===== src/rtl/multicycle_control_if.sv =====
// Control bundle between the multicycle controller and its datapath.
// The slave modport is the controller side; the master modport is the datapath/driver side.
interface multicycle_control_if;
  logic [5:0]  op;
  logic        jump_reg;
  logic        zero;
  logic        iord;
  logic        memread;
  logic        memwrite;
  logic        irwrite;
  logic        pcwrite;
  logic        branch;
  logic [1:0]  pcsrc;
  logic        alusrca;
  logic [1:0]  alusrcb;
  logic [2:0]  aluop;
  logic        regdst;
  logic        memtoreg;
  logic        regwrite;
  logic [3:0]  state;
  logic        illegal;
  logic [15:0] instret;

  modport slave (
    input  op, jump_reg, zero,
    output iord, memread, memwrite, irwrite, pcwrite, branch, pcsrc,
           alusrca, alusrcb, aluop, regdst, memtoreg, regwrite,
           state, illegal, instret
  );

  modport master (
    output op, jump_reg, zero,
    input  iord, memread, memwrite, irwrite, pcwrite, branch, pcsrc,
           alusrca, alusrcb, aluop, regdst, memtoreg, regwrite,
           state, illegal, instret
  );
endinterface


===== src/rtl/multicycle_control.sv =====
// Moore controller for a multicycle MIPS-style datapath, with retired-instruction counter.
// Optional jr support (RTEXE -> JR) is enabled by defining MULTICYCLE_JR_EN.
module multicycle_control (
  input  logic                  clk,
  input  logic                  reset,
  multicycle_control_if.slave   bus
);

  typedef enum logic [3:0] {
    FETCH  = 4'd0,
    DECODE = 4'd1,
    MEMADR = 4'd2,
    MEMRD  = 4'd3,
    MEMWB  = 4'd4,
    MEMWR  = 4'd5,
    RTEXE  = 4'd6,
    RTWB   = 4'd7,
    BEQ    = 4'd8,
    IEXE   = 4'd9,
    IWB    = 4'd10,
    JUMP   = 4'd11,
    JR     = 4'd12
  } state_t;

  localparam logic [5:0] OP_LW   = 6'b100011;
  localparam logic [5:0] OP_SW   = 6'b101011;
  localparam logic [5:0] OP_RT   = 6'b000000;
  localparam logic [5:0] OP_BEQ  = 6'b000100;
  localparam logic [5:0] OP_ADDI = 6'b001000;
  localparam logic [5:0] OP_ANDI = 6'b001100;
  localparam logic [5:0] OP_ORI  = 6'b001101;
  localparam logic [5:0] OP_J    = 6'b000010;

  state_t      state_q, state_d;
  logic [15:0] instret_q;
  logic        illegal_q, illegal_d;
  logic        retire;
  logic [2:0]  imm_aluop_q;
  logic        unused_ok;

  function automatic logic [2:0] imm_aluop(input logic [5:0] op);
    case (op)
      OP_ANDI: imm_aluop = 3'b010;
      OP_ORI:  imm_aluop = 3'b011;
      default: imm_aluop = 3'b000;
    endcase
  endfunction

  // zero only qualifies branch outside this block; jump_reg is ignored without jr support
  assign unused_ok = bus.zero ^ bus.jump_reg;

  always_ff @(posedge clk) begin
    if (reset) begin
      state_q   <= FETCH;
      instret_q <= 16'd0;
      illegal_q <= 1'b0;
    end else begin
      state_q   <= state_d;
      illegal_q <= illegal_d;
      if (retire) instret_q <= instret_q + 16'd1;
    end
  end

  // Immediate ALU op is captured at decode so IEXE and IWB stay pure state decodes
  always_ff @(posedge clk) begin
    if (state_q == DECODE) imm_aluop_q <= imm_aluop(bus.op);
  end

  always_comb begin
    state_d   = FETCH;
    illegal_d = 1'b0;
    retire    = 1'b0;
    case (state_q)
      FETCH:  state_d = DECODE;
      DECODE: begin
        case (bus.op)
          OP_LW, OP_SW:              state_d = MEMADR;
          OP_RT:                     state_d = RTEXE;
          OP_BEQ:                    state_d = BEQ;
          OP_ADDI, OP_ANDI, OP_ORI:  state_d = IEXE;
          OP_J:                      state_d = JUMP;
          default: begin
            state_d   = FETCH;
            illegal_d = 1'b1;
          end
        endcase
      end
      MEMADR: state_d = (bus.op == OP_LW) ? MEMRD : MEMWR;
      MEMRD:  state_d = MEMWB;
`ifdef MULTICYCLE_JR_EN
      RTEXE:  state_d = bus.jump_reg ? JR : RTWB;
      JR:     retire  = 1'b1;
`else
      RTEXE:  state_d = RTWB;
`endif
      IEXE:   state_d = IWB;
      MEMWB, MEMWR, RTWB, BEQ, IWB, JUMP: retire = 1'b1;
      default: state_d = FETCH;
    endcase
  end

  always_comb begin
    bus.iord     = 1'b0;
    bus.memread  = 1'b0;
    bus.memwrite = 1'b0;
    bus.irwrite  = 1'b0;
    bus.pcwrite  = 1'b0;
    bus.branch   = 1'b0;
    bus.pcsrc    = 2'b00;
    bus.alusrca  = 1'b0;
    bus.alusrcb  = 2'b00;
    bus.aluop    = 3'b000;
    bus.regdst   = 1'b0;
    bus.memtoreg = 1'b0;
    bus.regwrite = 1'b0;
    case (state_q)
      FETCH: begin
        bus.memread = 1'b1;
        bus.irwrite = 1'b1;
        bus.pcwrite = 1'b1;
        bus.alusrcb = 2'b01;
      end
      DECODE: bus.alusrcb = 2'b11;
      MEMADR: begin
        bus.alusrca = 1'b1;
        bus.alusrcb = 2'b10;
      end
      MEMRD: begin
        bus.memread = 1'b1;
        bus.iord    = 1'b1;
      end
      MEMWB: begin
        bus.regwrite = 1'b1;
        bus.memtoreg = 1'b1;
      end
      MEMWR: begin
        bus.memwrite = 1'b1;
        bus.iord     = 1'b1;
      end
      RTEXE: begin
        bus.alusrca = 1'b1;
        bus.aluop   = 3'b100;
      end
      RTWB: begin
        bus.regwrite = 1'b1;
        bus.regdst   = 1'b1;
      end
      BEQ: begin
        bus.alusrca = 1'b1;
        bus.aluop   = 3'b001;
        bus.branch  = 1'b1;
        bus.pcsrc   = 2'b01;
      end
      IEXE: begin
        bus.alusrca = 1'b1;
        bus.alusrcb = 2'b10;
        bus.aluop   = imm_aluop_q;
      end
      IWB: begin
        bus.regwrite = 1'b1;
        bus.aluop    = imm_aluop_q;
      end
      JUMP: begin
        bus.pcwrite = 1'b1;
        bus.pcsrc   = 2'b10;
      end
`ifdef MULTICYCLE_JR_EN
      JR: begin
        bus.pcwrite = 1'b1;
        bus.pcsrc   = 2'b11;
      end
`endif
      default: ;
    endcase
  end

  assign bus.state   = state_q;
  assign bus.illegal = illegal_q;
  assign bus.instret = instret_q;

endmodule


===== src/flat_wrapper.sv =====
// flat-port wrapper written by rule: the top's interface ports become plain ports
module multicycle_control_flat 
  (clk, reset, bus_op, bus_jump_reg, bus_zero, bus_iord, bus_memread, bus_memwrite, bus_irwrite, bus_pcwrite, bus_branch, bus_pcsrc, bus_alusrca, bus_alusrcb, bus_aluop, bus_regdst, bus_memtoreg, bus_regwrite, bus_state, bus_illegal, bus_instret);
  multicycle_control_if bus_i ();
  input  logic clk;
  input  logic reset;
  input wire logic [$bits(bus_i.op)-1:0] bus_op;
  input wire logic [$bits(bus_i.jump_reg)-1:0] bus_jump_reg;
  input wire logic [$bits(bus_i.zero)-1:0] bus_zero;
  output wire logic [$bits(bus_i.iord)-1:0] bus_iord;
  output wire logic [$bits(bus_i.memread)-1:0] bus_memread;
  output wire logic [$bits(bus_i.memwrite)-1:0] bus_memwrite;
  output wire logic [$bits(bus_i.irwrite)-1:0] bus_irwrite;
  output wire logic [$bits(bus_i.pcwrite)-1:0] bus_pcwrite;
  output wire logic [$bits(bus_i.branch)-1:0] bus_branch;
  output wire logic [$bits(bus_i.pcsrc)-1:0] bus_pcsrc;
  output wire logic [$bits(bus_i.alusrca)-1:0] bus_alusrca;
  output wire logic [$bits(bus_i.alusrcb)-1:0] bus_alusrcb;
  output wire logic [$bits(bus_i.aluop)-1:0] bus_aluop;
  output wire logic [$bits(bus_i.regdst)-1:0] bus_regdst;
  output wire logic [$bits(bus_i.memtoreg)-1:0] bus_memtoreg;
  output wire logic [$bits(bus_i.regwrite)-1:0] bus_regwrite;
  output wire logic [$bits(bus_i.state)-1:0] bus_state;
  output wire logic [$bits(bus_i.illegal)-1:0] bus_illegal;
  output wire logic [$bits(bus_i.instret)-1:0] bus_instret;
  assign bus_i.op = bus_op;
  assign bus_i.jump_reg = bus_jump_reg;
  assign bus_i.zero = bus_zero;
  assign bus_iord = bus_i.iord;
  assign bus_memread = bus_i.memread;
  assign bus_memwrite = bus_i.memwrite;
  assign bus_irwrite = bus_i.irwrite;
  assign bus_pcwrite = bus_i.pcwrite;
  assign bus_branch = bus_i.branch;
  assign bus_pcsrc = bus_i.pcsrc;
  assign bus_alusrca = bus_i.alusrca;
  assign bus_alusrcb = bus_i.alusrcb;
  assign bus_aluop = bus_i.aluop;
  assign bus_regdst = bus_i.regdst;
  assign bus_memtoreg = bus_i.memtoreg;
  assign bus_regwrite = bus_i.regwrite;
  assign bus_state = bus_i.state;
  assign bus_illegal = bus_i.illegal;
  assign bus_instret = bus_i.instret;
  multicycle_control u_core (.clk(clk), .reset(reset), .bus(bus_i));
endmodule

===== config.mk =====
export PLATFORM = sky130hd
export DESIGN_NAME = multicycle_control_flat
export DESIGN_NICKNAME = d
export VERILOG_FILES = /design/src/rtl/multicycle_control_if.sv /design/src/rtl/multicycle_control.sv /design/src/flat_wrapper.sv
export SDC_FILE = /design/constraint.sdc
export NUM_CORES = 1
export LEC_CHECK = 0
export ABC_CLOCK_PERIOD_IN_PS = 2000
export CAP_MARGIN = 15
export CORE_MARGIN = 2
export CORE_UTILIZATION = 39
export CTS_CLUSTER_DIAMETER = 150
export DETAILED_ROUTE_END_ITERATION = 8
export PLACE_DENSITY = 0.75
export SYNTH_ARGS = -nofsm -noshare
export SYNTH_HDL_FRONTEND = slang
export SYNTH_SLANG_ARGS = --single-unit

===== constraint.sdc =====
create_clock -name clk -period 2 [get_ports clk]
set_clock_uncertainty 0.2 [all_clocks]
set_input_delay 0.2 -clock clk [delete_from_list [all_inputs] [get_ports clk]]
set_output_delay 0.2 -clock clk [all_outputs]
set_load 0.01 [all_outputs]

Yosys cells after proc, flatten, opt, wreduce, memory -nomap -nowiden:

Cells that the tools add are included.

* flip-flop bits (word level): 24
* bits of input ports: 10
* output and inout port bits: 38
* logic and storage cells: 57

* multiplexer cells: 19
* bitwise operators: 1
* equal/unequal tests: 18
* $add $sub $neg: 1
* reduce and logical (&&, ||, !) cells: 14

Operators with widths (count)
* case mux 4 bit (6 select lines): 1
* case mux 4 bit (5 select lines): 1
* == test 6 x 4 -> 1 bit (second input constant): 3
* adder 16 x 1 -> 16 bit (second input constant): 1
* == test 4 x 3 -> 1 bit (second input constant): 4
* == test 4 bit (second input constant): 4
* OR reduction 2 bit: 7
* == test 6 bit (second input constant): 2
* two-way mux 1 bit: 12
* case mux 3 bit (3 select lines): 1
* == test 4 x 2 -> 1 bit (second input constant): 2
* case mux 2 bit (2 select lines): 2
* OR reduction 8 bit: 1
* == test 6 x 2 -> 1 bit (second input constant): 1
* == test 6 x 3 -> 1 bit (second input constant): 1
* zero test 6 bit: 1
* case mux 2 bit (3 select lines): 1
* OR reduction 3 bit: 2
* OR reduction 6 bit: 1
* == test 4 x 1 -> 1 bit (second input constant): 1
* zero test 4 bit: 1
* OR reduction 4 bit: 1
* two-way mux 3 bit: 1
* inverter 1 bit: 1

Logic depth before layout (Yosys ltp):

Gate-level depths: netlist of the first run.

* depth in word-level cells: 4
* gate-level depth with buffers: 7
* mapped depth without buffers: 5

Worst setup path after synthesis of the first run:

No wires, ideal clock.

* kind: register to register
* start: reg u_core.instret_q[0] (netlist: u_core.bus.instret[0])
* end: reg u_core.instret_q[12] (netlist: u_core.bus.instret[12])
* setup time: 121 ps
* stages on the path, launching flop included: 7
* data arrival time: 1775 ps
* path slack: -96 ps
* path through: dfxtp_1 ha_1 nand2_1 or3_1 clkbuf_1 nor4b_1 mux2_2

* longest elaborated chain between the ends: 1

RTL lines
* start: declaration: RTL line multicycle_control.sv:35 `logic [15:0] instret_q;`
* start signal: assignment: RTL line multicycle_control.sv:60 `if (retire) instret_q <= instret_q + 16'd1;`
* adder 16 x 1 -> 16 bit: RTL line multicycle_control.sv:60

No other way between the ends.
A chain may end at the register's enable or synchronous reset.

Worst setup path after layout of the first run:

* start: reg u_core.state_q[3] (netlist: u_core.bus.state[3])
* end: reg u_core.instret_q[12] (netlist: u_core.bus.instret[12])

* longest elaborated chain between the ends: 3

RTL lines
* start: declaration: RTL line multicycle_control.sv:34 `state_t state_q, state_d;`
* start signal: assignment: RTL line multicycle_control.sv:58 `state_q <= state_d;`
* == test 4 x 3 -> 1 bit / == test 4 bit (equally long branches): RTL line multicycle_control.sv:73 `case (state_q)`
* OR reduction 6 bit (*): RTL line multicycle_control.sv:73
* two-way mux 1 bit (*): RTL line multicycle_control.sv:73

Every way passes the cells marked *; elsewhere a longest branch is shown, timed or not.

==> results of run 1 <==
==> report_power, final <==
part / switching [mW] / leakage [nW] / internal [mW]
logic: 0.0696 / 0.625 / 0.0779
clock network: 0.141 / 0.0177 / 0.0746
registers: 0.00492 / 0.194 / 0.467
==> cell type report <==
type,count,area (sq um)
Inverter,6,22.5
Clock inverter,1,5.00
Sequential cell,23,499
Timing Repair Buffer,71,651
Tap cell,46,57.6
Fill cell,307,1220
Clock buffer,3,22.5
Multi-Input combinational cell,125,862
==> registers in the layout, summed over array words and instances, names as in the netlist <==
register,cells
u_core.bus.instret,16
u_core.imm_aluop_q,2
u_core.bus.state,4
u_core.bus.illegal,1
==> logic make-up (layout without fill, tap and decap cells) <==
family,Yosys count,after routing,synth area share (%)
buffers and inverters,18,81,7.33
AO/OA/AOI/OAI,40,40,18.9
multiplexers,4,4,3.12
adder cells (fa/ha/maj),2,2,1.65
XOR/XNOR,2,2,1.28
flip-flops,23,23,35.2
AND/OR/NAND/NOR,77,77,32.5
==> routing by layer <==
metal  share of wire, %  GRT usage, %  vias up
li1                   -             -      746
met1                 44          23.4      728
met2                 52          34.2       42
met3                3.8          2.14        2
met4               0.71          7.78        0
met5                  0             0        -
==> repair_timing <==
| action | in CTS | in global routing |
|---|---|---|
| resized for setup | 29 | 12 |
| endpoints found under the hold margin | 0 | 0 |
| hold buffers | 0 | 0 |
| pin swaps | 0 | 2 |
| endpoints found under the setup margin | 22 | 10 |
| buffers inserted | 2 | 1 |
==> cell usage in the layout, fill, tap and decap left out, drive strengths merged, types with 3 or more instances in the layout <==
| cell type | n |
|---|---|
| dfxtp | 21 |
| nand2 | 9 |
| o31ai | 9 |
| inv | 6 |
| a21oi | 16 |
| clkdlybuf4s50 | 29 |
| nor3 | 9 |
| nor2 | 13 |
| nand3 | 5 |
| dlygate4sd2 | 14 |
| buf | 26 |
| nand2b | 5 |
| or3 | 7 |
| nor4 | 5 |
| clkbuf | 3 |
| or4 | 9 |
| o21ai | 6 |
==> metrics by stage <==
| stage | std cells | setup TNS [ps] | area (sq um) |
|---|---|---|---|
| 2_1_floorplan | 166 | 0 | 1370 |
| 5_1_grt | 275 | -19.4 | 2120 |
| 3_5_place_dp | 268 | -207 | 1990 |
| 6_report | 275 | 0 | 2120 |
| 3_3_place_gp | 268 | -21.5 | 1990 |
| 4_1_cts | 274 | 0 | 2060 |
==> final timing paths <==
kind         slack (ps)                                 from  cells past startpoint                             endpoint
max reg2reg          50       u_core.bus.state[3]$_SDFF_PP0_                      6  u_core.bus.instret[12]$_SDFFE_PP0P_
max                  50       u_core.bus.state[3]$_SDFF_PP0_                      6  u_core.bus.instret[12]$_SDFFE_PP0P_
min                 300  u_core.bus.instret[13]$_SDFFE_PP0P_                      2  u_core.bus.instret[13]$_SDFFE_PP0P_
min reg2reg         300  u_core.bus.instret[13]$_SDFFE_PP0P_                      2  u_core.bus.instret[13]$_SDFFE_PP0P_
==> critical path: cells and delay by family, from the launching register on <==
family	cells	cell delay, ps
AO/OA/AOI/OAI	1	90
buffers and inverters	2	320
flip-flops	1	390
multiplexers	1	350
AND/OR/NAND/NOR	2	500
==> report_table.html, run 1 <==
<table>
<tr><th>Metric</th><th>Value</th></tr>
<tr><th colspan="2">Timing</th></tr>
<tr><td>Post-layout min period</td><td>1950 ps</td></tr>
<tr><td>Unrepaired setup endpoints after global routing</td><td>true</td></tr>
<tr><td>Max-slew headroom</td><td>63.9%</td></tr>
<tr><td>Final hold viol count</td><td>0</td></tr>
<tr><td>Number of max-slew violations in the final report</td><td>0</td></tr>
<tr><td>Final worst-path setup slack</td><td>47.7 ps</td></tr>
<tr><td>Worst Hold Margin</td><td>304 ps</td></tr>
<tr><td>Final number of setup-violating endpoints</td><td>0</td></tr>
<tr><td>Pin slew with the least headroom to its limit</td><td>540 ps</td></tr>
<tr><td>Timing-limited maximum frequency</td><td>512 MHz</td></tr>
<tr><td>Ratio of final minimum period to clock period</td><td>97.6%</td></tr>
<tr><th colspan="2">Power and ir drop</th></tr>
<tr><td>Power Density</td><td>394 nW/um^2</td></tr>
<tr><td>Peak supply drop</td><td>0.322 mV</td></tr>
<tr><td>Static leakage power</td><td>0.836 nW</td></tr>
<tr><td>Total Power Consumption</td><td>835 uW</td></tr>
<tr><th colspan="2">Route</th></tr>
<tr><td>Avg WL per Cell</td><td>13.8 um</td></tr>
<tr><td>Drt first-iter violations</td><td>23</td></tr>
<tr><td>Vias</td><td>1518</td></tr>
<tr><td>Number of nets with antenna violations after routing</td><td>0</td></tr>
<tr><td>DRC violation count after routing</td><td>0</td></tr>
<tr><td>Detailed Routing Iterations Pass 1</td><td>5</td></tr>
<tr><td>Post-DR vias/cell</td><td>5.52</td></tr>
<tr><td>Wirelength, routed</td><td>3.81 mm</td></tr>
<tr><th colspan="2">Logic synthesis</th></tr>
<tr><td>Fraction of post-synthesis cell area in the top cell type by area</td><td>30.8%</td></tr>
<tr><td>Top cells by instance count after synthesis</td><td>21 x dfxtp_1, 16 x a21oi_1, 13 x nor2_1</td></tr>
<tr><td>Post-Synthesis Cells</td><td>166</td></tr>
<tr><td>Share of the yosys chip area belonging to registers</td><td>35.2%</td></tr>
<tr><td>Cell types occupying the most area after synthesis</td><td>dfxtp_1 31%, a21oi_1 5.9%, o31ai_1 4.9%</td></tr>
<tr><td>Leading cell type by number of instances after synthesis</td><td>dfxtp_1</td></tr>
<tr><td>Post-synthesis sequential element count</td><td>23</td></tr>
<tr><td>Main flop type after synthesis</td><td>dfxtp_1</td></tr>
<tr><td>Netlist area before placement</td><td>1370 sq um</td></tr>
<tr><td>Synth Net Count</td><td>177</td></tr>
<tr><td>Mean post-synth cell area</td><td>8.22 sq um</td></tr>
<tr><td>Synth async-reset ratio</td><td>0%</td></tr>
<tr><td>Largest area contributor in the synthesized netlist</td><td>dfxtp_1</td></tr>
<tr><td>Number of different library cells in the post-synthesis netlist</td><td>46</td></tr>
<tr><td>Number of enable flip-flop cells after synthesis</td><td>2</td></tr>
<tr><td>Count of warnings emitted by yosys</td><td>0</td></tr>
<tr><th colspan="2">Status</th></tr>
<tr><td>Outcome</td><td>finished, final reports clean</td></tr>
<tr><th colspan="2">Worst setup path</th></tr>
<tr><td>Worst path slowest cell</td><td>dfxtp_4</td></tr>
<tr><td>Worst EP arrival</td><td>1960 ps</td></tr>
<tr><td>Cell chain of the critical path</td><td>buf_4 -&gt; and2b_2 -&gt; a22oi_2 -&gt; buf_12 -&gt; nor4b_4 -&gt; mux2_2</td></tr>
<tr><td>Top fanout value on the critical path</td><td>28</td></tr>
<tr><td>Type of origin of the critical path</td><td>flip-flop</td></tr>
<tr><td>Maximum cell stage delay along the critical path</td><td>390 ps</td></tr>
<tr><td>Sort of element at the end of the critical path</td><td>flip-flop</td></tr>
<tr><td>CP required</td><td>2010 ps</td></tr>
<tr><td>Category of the most critical setup path</td><td>flip-flop to flip-flop</td></tr>
<tr><th colspan="2">Floorplan</th></tr>
<tr><td>Standard-cell rows</td><td>21</td></tr>
<tr><td>Number of top-level pins</td><td>48</td></tr>
<tr><td>Floorplan die height</td><td>63.2 um</td></tr>
<tr><td>Starting density of the core</td><td>40.9%</td></tr>
<tr><td>Die area</td><td>3990 sq um</td></tr>
<tr><td>Placeable core region</td><td>3340 sq um</td></tr>
<tr><td>Die boundary width</td><td>63.2 um</td></tr>
<tr><th colspan="2">Place</th></tr>
<tr><td>Post-detailed-placement half-perimeter wirelength</td><td>2.73 mm</td></tr>
<tr><td>PortBufs</td><td>45</td></tr>
<tr><td>Global placement routability congestion</td><td>0.840</td></tr>
<tr><td>Pre-CTS WS</td><td>-95.1 ps</td></tr>
<tr><th colspan="2">GRT</th></tr>
<tr><td>Global-route wire length before repair</td><td>6.33 mm</td></tr>
<tr><td>Aggregate global routing overflow</td><td>0</td></tr>
<tr><td>Tot GR Track Use</td><td>19.2%</td></tr>
<tr><td>Initial antenna violation count</td><td>0</td></tr>
<tr><td>Maximum number of pins on one net before global-route repair</td><td>29</td></tr>
<tr><td>Vias in the first global route</td><td>1398</td></tr>
<tr><th colspan="2">Clocking</th></tr>
<tr><td>TritonCTS clock tree</td><td>done</td></tr>
<tr><td>Total clock buffers created by CTS</td><td>3</td></tr>
<tr><td>Num Clock Sinks</td><td>23</td></tr>
<tr><td>Maximum buffer depth of the clock tree</td><td>2</td></tr>
<tr><td>Clock latency at the later pin of the worst-skew pair</td><td>310 ps</td></tr>
<tr><td>Post-CTS clock slew at the launch and capture registers of the worst setup and hold paths</td><td>130 ps</td></tr>
<tr><td>CTS HTree Levels</td><td>1</td></tr>
<tr><td>Clock Root Buffer</td><td>clkbuf_4</td></tr>
<tr><th colspan="2">Cells and area</th></tr>
<tr><td>Fraction of final layout cells with drive strength greater than 1</td><td>25.8%</td></tr>
<tr><td>Final antenna diode count</td><td>0</td></tr>
<tr><td>Final standard cell utilization of the core</td><td>63.5%</td></tr>
<tr><td>Final Net Count</td><td>241</td></tr>
<tr><td>Layout-stage area growth over the synthesis result</td><td>55.3%</td></tr>
<tr><th colspan="2">Job</th></tr>
<tr><td>Total of max-cap violations</td><td>0</td></tr>
<tr><th colspan="2">Worst hold path</th></tr>
<tr><td>Kind of path behind the tightest hold check</td><td>flip-flop to flip-flop</td></tr>
</table>
No activity file was read; power rests on OpenSTA's default activity.
==> run 2: changes to the inputs <==
Settings changed: CORE_MARGIN 2 to default.
==> run 2 against run 1 <==
Die area fell by 6.2%. Count of clock-buffer cells in the layout did not move. Via count fell by 2.9%. Non-clock buffer count fell by 1. First-iteration DRC count rose by 110%. Hold slack got worse by 8.1 ps. Combinational power barely moved. Flip-flop and latch count did not move. Sequential power barely moved. Global-route usage rose by 0.37 points. Worst setup slack got worse by 14 ps. Core utilization fell by 0.26 points. Critical endpoint unchanged. Largest cell class unchanged. Largest power group unchanged.
==> report_table.html, run 2 (synthesis results as in run 1) <==
<table>
<tr><th>Metric</th><th>Value</th></tr>
<tr><th colspan="2">GRT</th></tr>
<tr><td>Tot GR Track Use</td><td>19.6%</td></tr>
<tr><td>GR Layer Usage met2</td><td>34.9%</td></tr>
<tr><td>Aggregate global routing overflow</td><td>0</td></tr>
<tr><td>Global-route wire length before repair</td><td>5.58 mm</td></tr>
<tr><td>Routing layer with the top usage in global route</td><td>met2</td></tr>
<tr><td>Maximum number of pins on one net before global-route repair</td><td>29</td></tr>
<tr><td>GR Layer Usage met1</td><td>25.2%</td></tr>
<tr><td>Fraction of met3 tracks used by global routing</td><td>1.26%</td></tr>
<tr><td>Vias in the first global route</td><td>1267</td></tr>
<tr><td>Initial antenna violation count</td><td>0</td></tr>
<tr><th colspan="2">Floorplan</th></tr>
<tr><td>Placeable core region</td><td>3340 sq um</td></tr>
<tr><td>Standard-cell rows</td><td>21</td></tr>
<tr><td>Die boundary width</td><td>61.2 um</td></tr>
<tr><td>Number of top-level pins</td><td>48</td></tr>
<tr><td>Die area</td><td>3740 sq um</td></tr>
<tr><td>Starting density of the core</td><td>40.9%</td></tr>
<tr><td>Floorplan die height</td><td>61.2 um</td></tr>
<tr><th colspan="2">Cells and area</th></tr>
<tr><td>Total area of multi-input combinational cells</td><td>855 sq um</td></tr>
<tr><td>Final Instance Area</td><td>2110 sq um</td></tr>
<tr><td>Area of all sequential standard cells</td><td>502 sq um</td></tr>
<tr><td>Flip-flop count of the largest register after layout</td><td>16</td></tr>
<tr><td>Final antenna diode count</td><td>0</td></tr>
<tr><td>Commonest cells after routing, fill and taps aside</td><td>28 x clkdlybuf4s50_1, 23 x buf_4, 16 x a21oi_1, 14 x dfxtp_1, 13 x nor2_1</td></tr>
<tr><td>Count of fill cells added during filler insertion</td><td>300</td></tr>
<tr><td>Commonest non-fill, non-tap cell in the layout</td><td>clkdlybuf4s50_1</td></tr>
<tr><td>Final Net Count</td><td>240</td></tr>
<tr><td>Fraction of final layout cells with drive strength greater than 1</td><td>25.9%</td></tr>
<tr><td>Layout-stage area growth over the synthesis result</td><td>54.6%</td></tr>
<tr><th colspan="2">Worst setup path</th></tr>
<tr><td>Worst EP arrival</td><td>1980 ps</td></tr>
<tr><td>Category of the most critical setup path</td><td>flip-flop to flip-flop</td></tr>
<tr><td>CP required</td><td>2020 ps</td></tr>
<tr><td>Sum of buffers and inverters on the critical path</td><td>0</td></tr>
<tr><td>Worst path slowest cell</td><td>or3_4</td></tr>
<tr><td>Capturing point of the worst reg2reg path</td><td>u_core.bus.instret[12]$_SDFFE_PP0P_</td></tr>
<tr><td>Logic depth of the worst register-to-register path</td><td>5</td></tr>
<tr><td>Source of the worst register-to-register timing path</td><td>u_core.bus.instret[1]$_SDFFE_PP0P_</td></tr>
<tr><td>Type of origin of the critical path</td><td>flip-flop</td></tr>
<tr><td>Sort of element at the end of the critical path</td><td>flip-flop</td></tr>
<tr><td>Cell chain of the critical path</td><td>ha_4 -&gt; nand2_2 -&gt; or3_4 -&gt; nor4b_4 -&gt; mux2_4</td></tr>
<tr><td>Setup slack on the worst flop-to-flop path</td><td>30 ps</td></tr>
<tr><td>Cell family contributing the most delay on the critical path</td><td>simple AND/OR/NAND/NOR gates</td></tr>
<tr><td>Maximum cell stage delay along the critical path</td><td>440 ps</td></tr>
<tr><td>Top fanout value on the critical path</td><td>8</td></tr>
<tr><th colspan="2">Route</th></tr>
<tr><td>Wirelength, routed</td><td>3.73 mm</td></tr>
<tr><td>DRC violation count after routing</td><td>0</td></tr>
<tr><td>Vias</td><td>1474</td></tr>
<tr><td>Drt first-iter violations</td><td>49</td></tr>
<tr><td>Post-DR vias/cell</td><td>5.38</td></tr>
<tr><td>Detailed Routing Iterations Pass 1</td><td>5</td></tr>
<tr><td>Avg WL per Cell</td><td>13.6 um</td></tr>
<tr><td>Number of nets with antenna violations after routing</td><td>0</td></tr>
<tr><th colspan="2">Power and ir drop</th></tr>
<tr><td>Static leakage power</td><td>0.867 nW</td></tr>
<tr><td>Peak supply drop</td><td>0.331 mV</td></tr>
<tr><td>Total Power Consumption</td><td>831 uW</td></tr>
<tr><td>Power Density</td><td>394 nW/um^2</td></tr>
<tr><th colspan="2">Timing</th></tr>
<tr><td>Final hold viol count</td><td>0</td></tr>
<tr><td>Final number of setup-violating endpoints</td><td>0</td></tr>
<tr><td>Worst Hold Margin</td><td>296 ps</td></tr>
<tr><td>Pin slew with the least headroom to its limit</td><td>533 ps</td></tr>
<tr><td>Final worst-path setup slack</td><td>34.2 ps</td></tr>
<tr><td>Timing-limited maximum frequency</td><td>509 MHz</td></tr>
<tr><td>Setup TNS</td><td>0 ps</td></tr>
<tr><td>Ratio of final minimum period to clock period</td><td>98.3%</td></tr>
<tr><td>Number of max-slew violations in the final report</td><td>0</td></tr>
<tr><td>Post-layout min period</td><td>1970 ps</td></tr>
<tr><td>Max-slew headroom</td><td>64.4%</td></tr>
<tr><th colspan="2">Place</th></tr>
<tr><td>PortBufs</td><td>45</td></tr>
<tr><td>Pre-CTS WS</td><td>-105 ps</td></tr>
<tr><td>Post-detailed-placement half-perimeter wirelength</td><td>2.66 mm</td></tr>
<tr><td>Global placement routability congestion</td><td>0.804</td></tr>
<tr><td>Instance area at placement</td><td>1990 sq um</td></tr>
<tr><th colspan="2">Worst hold path</th></tr>
<tr><td>Kind of path behind the tightest hold check</td><td>flip-flop to flip-flop</td></tr>
<tr><td>Hold Path Cell Cnt</td><td>2</td></tr>
<tr><td>Hold_sp</td><td>u_core.bus.instret[15]$_SDFFE_PP0P_</td></tr>
<tr><td>Hold Crit Endpoint</td><td>u_core.bus.instret[15]$_SDFFE_PP0P_</td></tr>
<tr><th colspan="2">Clocking</th></tr>
<tr><td>Post-CTS clock slew at the launch and capture registers of the worst setup and hold paths</td><td>130 ps</td></tr>
<tr><td>CTS Hold Buffers Added</td><td>0</td></tr>
<tr><td>TritonCTS clock tree</td><td>done</td></tr>
<tr><td>Total clock buffers created by CTS</td><td>3</td></tr>
<tr><td>CTS HTree Levels</td><td>1</td></tr>
<tr><td>Num Clock Sinks</td><td>23</td></tr>
<tr><td>Maximum buffer depth of the clock tree</td><td>2</td></tr>
<tr><td>Clock latency at the later pin of the worst-skew pair</td><td>310 ps</td></tr>
<tr><td>Clock Root Buffer</td><td>clkbuf_4</td></tr>
<tr><th colspan="2">Status</th></tr>
<tr><td>Outcome</td><td>finished, final reports clean</td></tr>
<tr><th colspan="2">Job</th></tr>
<tr><td>Total of max-cap violations</td><td>0</td></tr>
</table>
run 2: layout make-up:
class	count	share of cell area, %
Clock buffer	3	1.07
Clock inverter	1	0.237
Inverter	6	1.07
Multi-Input combinational cell	125	40.5
Sequential cell	23	23.8
Tap cell	46	2.73
Timing Repair Buffer	70	30.6
run 2: worst max path at each step:
stage / startpoint / end / slack [ps] / depth (start not counted)
3_3_place_gp: bus_op[0] / u_core.bus.state[1]$_SDFF_PP0_ / -20 / 5
6_report: u_core.bus.instret[1]$_SDFFE_PP0P_ / u_core.bus.instret[12]$_SDFFE_PP0P_ / 30 / 5
4_1_cts: u_core.bus.state[3]$_SDFF_PP0_ / bus_regwrite / -170 / 4
2_1_floorplan: u_core.bus.instret[0]$_SDFFE_PP0P_ / u_core.bus.instret[12]$_SDFFE_PP0P_ / 20 / 6
5_1_grt: u_core.bus.instret[2]$_SDFFE_PP0P_ / u_core.bus.instret[13]$_SDFFE_PP0P_ / -4 / 4
3_5_place_dp: bus_op[0] / u_core.bus.state[1]$_SDFF_PP0_ / -110 / 5
run 2: where the power goes:
| group | internal, mW | leakage [nW] | total, mW | switching (mW) |
|---|---|---|---|---|
| Combinational | 0.0749 | 0.655 | 0.144 | 0.0689 |
| Clock | 0.0747 | 0.0177 | 0.217 | 0.142 |
| Sequential | 0.466 | 0.194 | 0.471 | 0.00464 |
run 2: layer usage:
metal / vias to the layer above / routed length, um
met2: 39 / 1880
met1: 691 / 1670
met3: 4 / 142
met5: - / 0
met4: 0 / 37
li1: 740 / -
run 2: worst min-delay path: stages, from the launching register on:
cell	delay (ps)
dfxtp_1	340
o31ai_1	60
a21oi_1	60
run 2: metrics by stage:
step                      utilization [%]  std cells
after global placement               59.6        268
after floorplan                         -        166
after CTS                            60.9        272
after global routing                 63.3        274
after detailed placement             59.6        268
final                                63.3        274
run 2: what timing repair did:
action | in CTS | in global routing
pin swaps | 0 | 3
buffers inserted | 0 | 2
resized for setup | 21 | 24
setup endpoints to repair | 23 | 16
